`config.mk`:
```
export PLATFORM = sky130hd
export DESIGN_NAME = accumulator_scheduler
export DESIGN_NICKNAME = d
export VERILOG_FILES = /design/src/rtl/accumulator_scheduler.sv
export SDC_FILE = /design/constraint.sdc
export NUM_CORES = 1
export LEC_CHECK = 0
export BUFFER_PORTS_ARGS = -buffer_cell sky130_fd_sc_hd__buf_2
export CAP_MARGIN = 0
export CORE_ASPECT_RATIO = 0.7
export CORE_MARGIN = 2
export CORE_UTILIZATION = 35
export CTS_CLUSTER_DIAMETER = 40
export CTS_CLUSTER_SIZE = 40
export DETAILED_ROUTE_END_ITERATION = 16
export GPL_TIMING_DRIVEN = 0
export SLEW_MARGIN = 40
export SYNTH_ARGS = -nofsm -noshare
export SYNTH_HDL_FRONTEND = slang
export SYNTH_SLANG_ARGS = --single-unit
```
`constraint.sdc`:
```
create_clock -name i_CLK -period 5.04 [get_ports i_CLK]
set_clock_uncertainty 0.05 [all_clocks]
set_input_delay 0.504 -clock i_CLK [delete_from_list [all_inputs] [get_ports i_CLK]]
set_output_delay 0.504 -clock i_CLK [all_outputs]
set_load 0.01 [all_outputs]
```
`src/rtl/accumulator_scheduler.sv`:
```
// Round-robin arbiter granting one requester at a time a burst
// into a shared accumulator, then holding the sum until taken.
module accumulator_scheduler #(
  parameter int N_REQ = 4,
  parameter int WIDTH = 32,
  parameter int LEN_W = 8
) (
  input  logic                       i_CLK,
  input  logic                       i_RESET,
  input  logic [N_REQ-1:0]           i_REQ,
  input  logic [N_REQ*LEN_W-1:0]     i_LEN,
  input  logic [N_REQ*WIDTH-1:0]     i_DATA,
  input  logic [N_REQ-1:0]           i_VALID,
  output logic [N_REQ-1:0]           o_READY,
  output logic [N_REQ-1:0]           o_GRANT,
  output logic [WIDTH-1:0]           o_RESULT,
  output logic [$clog2(N_REQ)-1:0]   o_RESULT_ID,
  output logic                       o_RESULT_VALID,
  input  logic                       i_RESULT_READY,
  output logic                       o_OVERFLOW,
  output logic                       o_BUSY
);

  localparam int ID_W = $clog2(N_REQ);

  typedef enum logic [1:0] {
    IDLE,
    ACCUM,
    DONE
  } state_t;

  state_t            state_q, state_d;
  logic [N_REQ-1:0]  grant_q, grant_d;
  logic [N_REQ-1:0]  ready_q, ready_d;
  logic [ID_W-1:0]   idx_q, idx_d;
  logic [ID_W-1:0]   last_q, last_d;
  logic [LEN_W-1:0]  len_q, len_d;
  logic [LEN_W-1:0]  cnt_q, cnt_d;
  logic [WIDTH-1:0]  acc_q, acc_d;
  logic              ovf_q, ovf_d;
  logic              valid_q, valid_d;
  logic              busy_q, busy_d;

  logic              found;
  logic [ID_W-1:0]   win;
  logic [LEN_W-1:0]  win_len;
  logic [WIDTH-1:0]  cur_data;
  logic [WIDTH:0]    sum;
  logic [LEN_W-1:0]  cnt_nxt;
  logic              accept;

  // Round-robin pick: first requester after the last owner, wrapping.
  always_comb begin
    found = 1'b0;
    win   = '0;
    for (int i = 1; i <= N_REQ; i++) begin
      if (!found && i_REQ[(int'(last_q) + i) % N_REQ]) begin
        found = 1'b1;
        win   = ID_W'((int'(last_q) + i) % N_REQ);
      end
    end
  end

  // Beat datapath: selected lane, carry-extended sum, beat count.
  always_comb begin
    win_len  = i_LEN[int'(win)*LEN_W +: LEN_W];
    cur_data = i_DATA[int'(idx_q)*WIDTH +: WIDTH];
    sum      = {1'b0, acc_q} + {1'b0, cur_data};
    cnt_nxt  = cnt_q + LEN_W'(1);
    accept   = (state_q == ACCUM) && i_VALID[idx_q] && ready_q[idx_q];
  end

  // Next-state logic for the grant/accumulate/result sequence.
  always_comb begin
    state_d = state_q;
    grant_d = grant_q;
    ready_d = ready_q;
    idx_d   = idx_q;
    last_d  = last_q;
    len_d   = len_q;
    cnt_d   = cnt_q;
    acc_d   = acc_q;
    ovf_d   = ovf_q;
    valid_d = valid_q;
    busy_d  = busy_q;
    unique case (state_q)
      IDLE: begin
        if (found) begin
          idx_d   = win;
          len_d   = win_len;
          acc_d   = '0;
          ovf_d   = 1'b0;
          cnt_d   = '0;
          grant_d = N_REQ'(1) << win;
          busy_d  = 1'b1;
          if (win_len != '0) begin
            state_d = ACCUM;
            ready_d = N_REQ'(1) << win;
          end else begin
            state_d = DONE;
            valid_d = 1'b1;
          end
        end
      end
      ACCUM: begin
        if (accept) begin
          acc_d = sum[WIDTH-1:0];
          ovf_d = ovf_q | sum[WIDTH];
          cnt_d = cnt_nxt;
          if (cnt_nxt == len_q) begin
            state_d = DONE;
            ready_d = '0;
            valid_d = 1'b1;
          end
        end
      end
      DONE: begin
        if (i_RESULT_READY) begin
          state_d = IDLE;
          last_d  = idx_q;
          grant_d = '0;
          valid_d = 1'b0;
          busy_d  = 1'b0;
        end
      end
      default: begin
        state_d = IDLE;
        grant_d = '0;
        ready_d = '0;
        valid_d = 1'b0;
        busy_d  = 1'b0;
      end
    endcase
  end

  // State and registered outputs; reset drops any partial burst.
  always_ff @(posedge i_CLK or posedge i_RESET) begin
    if (i_RESET) begin
      state_q <= IDLE;
      grant_q <= '0;
      ready_q <= '0;
      idx_q   <= '0;
      last_q  <= ID_W'(N_REQ - 1);
      len_q   <= '0;
      cnt_q   <= '0;
      acc_q   <= '0;
      ovf_q   <= 1'b0;
      valid_q <= 1'b0;
      busy_q  <= 1'b0;
    end else begin
      state_q <= state_d;
      grant_q <= grant_d;
      ready_q <= ready_d;
      idx_q   <= idx_d;
      last_q  <= last_d;
      len_q   <= len_d;
      cnt_q   <= cnt_d;
      acc_q   <= acc_d;
      ovf_q   <= ovf_d;
      valid_q <= valid_d;
      busy_q  <= busy_d;
    end
  end

  assign o_READY        = ready_q;
  assign o_GRANT        = grant_q;
  assign o_RESULT       = acc_q;
  assign o_RESULT_ID    = idx_q;
  assign o_RESULT_VALID = valid_q;
  assign o_OVERFLOW     = ovf_q;
  assign o_BUSY         = busy_q;

endmodule

```
==> results.md <==
* Period utilisation layout at 85.7%
* Share of the synthesized area in the top cell type at 28.4%
* Setup bufs post-CTS at 0
* Synth top area cells: dfrtp_1 28%, mux4_2 13%, ha_1 7.4%
* Vias at 5226
* Largest area contributor in the netlist: dfrtp_1
* Post-synth top cells: 65 x nand2_1, 63 x dfrtp_1, 35 x o21ai_1, 33 x ha_1, 32 x mux4_2
* Worst hold slack at 30.2 ps
* Setup crit start kind: flip-flop
* HPWL Detailed at 12.9 mm
* CP delay by family, top: compound AO/OA/AOI/OAI gates
* Leakage power at 0.00355 µW
* Reg2reg start: o_RESULT_ID[1]
* Gate Count Post-Synth at 576
* Final setup viols at 0
* Finished Layout Cells at 1008
* Tot Pwr at 5260 µW
* Setup_tns at 0 ps
* Fin. max-slew vios at 0
* Post-place instance area at 6910 µm²
* Post-synth ARST share at 100%
* TritonCTS buffer count at 9
* Vias in the first global route at 4866
* Cell area after synthesis at 5550 µm²
* Post-Synth Simple-Gate Area at 14.8%
* TritonCTS sink count at 65
* Final ANT Viol Nets at 0
* Worst skew pair latency at 330 ps
* YS warnings at 0
* Synth Net Count at 781
* Final wirelength at 16.3 mm
* Max incr delay on CP at 580 ps
* Vias per cell at 5.18
* Crit end category: flip-flop
* CP Cell Sequence: clkbuf_1 -> clkbuf_1 -> mux4_2 -> ha_1 -> and2_1 -> and4_1 -> a221oi_2 -> o21a_1 -> o2111ai_1 -> a31oi_1 -> xor2_1 -> o21ai_1
* Initial core utilization at 35.8%
* Worst-path fanout max at 10
* Highest clock rate at 232 MHz
* Mux contribution to synthesized area at 20.1%
* First-pass GRT wire length at 25.8 mm
* R2R depth at 12
* Worst reg-to-reg setup slack at 720 ps
* Final hold vios at 0
* CP bufs+invs at 2
* I/O Buffers at 215
* CP dominant cell by count: clkbuf_1
* Setup CP Type: reg -> reg
* Final min period at 4320 ps
* Number of diodes at 0
* RR Endpoint: o_RESULT[31]
* Synth Area in XOR/XNOR at 5.21%
* Max Cap Viol at 0
* Global Route Usage Sum at 19.6%
* # placed instances at 992
* CTS Buffer Depth at 2
* DRC violations left at 0
* Fin area at 7240 µm²
* DR top layer: met4
* Sequential area share after synthesis at 29.4%
* Final nets at 1008
* Metal-1 WL at 8.69 mm
* Htree depth at 3
* Largest net degree at the start of global routing at 54
* Pwr Density at 727 nW/µm²
* Worst Hold Class: in -> async
* Worst slew margin at 50.2%
* CTS Hold Bufs at 0
* Synth-to-Final Area Change at 30.5%
* Slowest CP cell: clkbuf_1
* RSZ-0062 raised after global routing: false
* Core region area at 15500 µm²
* Router iterations before antenna repair at 4
* Die Wd at 154 µm
* Final Wtd Congestion at 0.838
* Synth Area in Adders at 7.81%
* Synth Area in Compound Gates at 19.1%
* Clock Root Buffer: clkbuf_16
* Flops & latches, synth at 65
* Post-CTS Resized at 0
* Largest family of logic cells by synthesized area: multiplexers
* Total I/O pin count at 216
* Maximum vdd drop at 0.254 mV
* Status: completed
* CTS tree: yes
* Per-cell routed wire length at 16.2 µm
* Count leader, synth: nand2_1
* Clock-pin slew on the worst setup and hold paths at 60 ps
* Tightest Pin Transition at 747 ps
* Proportion of layout cells with a drive suffix above 1 at 36.1%
* Die height at 109 µm
* Met2 wire len at 6.56 mm
* Post-synthesis average cell area at 9.63 µm²
* Die area at 16900 µm²
* EDFF count, synth at 0
* Worst Path Arrival at 4460 ps
* Metal3 WL at 927 µm
* Initial DRC count at 339
* Worst Path Required at 5180 ps
* Top FF cell, synth: dfrtp_1
* Initial antenna violation count at 0
* Cell variety after synth at 66
* Total congestion overflow at 0
* Row count at 38
==> cell usage in the layout (no fill, tap or decap), drive strengths merged, types with 26 or more instances in the layout <==
cell      n
a21oi    27
buf     225
clkbuf   26
dfrtp    63
ha       33
mux2i    27
mux4     32
nand2    65
nor2     27
o21ai    51
==> layer usage <==
| layer | vias to the layer above | GRT usage [%] |
|---|---|---|
| met2 | 164 | 28.7 |
| met3 | 13 | 3.94 |
| li1 | 2618 | - |
| met4 | 0 | 3.57 |
| met1 | 2431 | 29.9 |
| met5 | - | 0 |
==> sequential cells by signal, summed over array words and instances (netlist names) <==
name and flops:
o_RESULT 32, len_q 8, o_OVERFLOW 1, o_RESULT_VALID 1, o_RESULT_ID 2, cnt_q 8
o_BUSY 1, o_READY 4, o_GRANT 4, state_q 2, last_q 2
==> worst max-delay path by stage <==
stage | from | to | slack (ps) | cells past startpoint
6_report | o_RESULT_ID[1] | o_RESULT[31] | 720 | 12
5_1_grt | o_RESULT_ID[1] | o_RESULT[29] | 420 | 12
4_1_cts | o_RESULT_ID[1] | o_RESULT[31] | 700 | 12
3_5_place_dp | o_RESULT_ID[1] | o_RESULT[31] | 690 | 12
3_3_place_gp | o_RESULT_ID[0] | o_RESULT[31] | 470 | 12
2_1_floorplan | o_RESULT_ID[0] | o_RESULT[27] | 1200 | 12
==> per-stage QoR <==
| stage | setup slack [ps] | util [%] |
|---|---|---|
| 2_1_floorplan | 1200 | - |
| 3_3_place_gp | 467 | 44.3 |
| 3_5_place_dp | 694 | 44.6 |
| 4_1_cts | 699 | 46.6 |
| 5_1_grt | 423 | 46.7 |
| 6_report | 721 | 46.7 |
==> where the power goes <==
part	switching [µW]	total [µW]	internal [µW]	leakage [µW]
clock network	248	681	433	0.000155
registers	180	950	771	0.000817
logic	2050	3630	1580	0.00258
==> kinds of logic after synthesis <==
group	count (synthesis)
AO/OA/AOI/OAI	161
XOR/XNOR	33
adder cells (fa/ha/maj)	34
buffers and inverters	45
flip-flops	65
multiplexers	70
AND/OR/NAND/NOR	168
==> area by class of cell <==
cell class,count,area (µm²)
multi-input combinational,466,3720
fill,1515,8260
buffer,26,135
sequential,65,1630
timing repair buffer,216,1100
tap,200,250
clock inverter,7,95.1
clock buffer,9,225
inverter,19,77.6
Power figures use the tool's default switching activity.
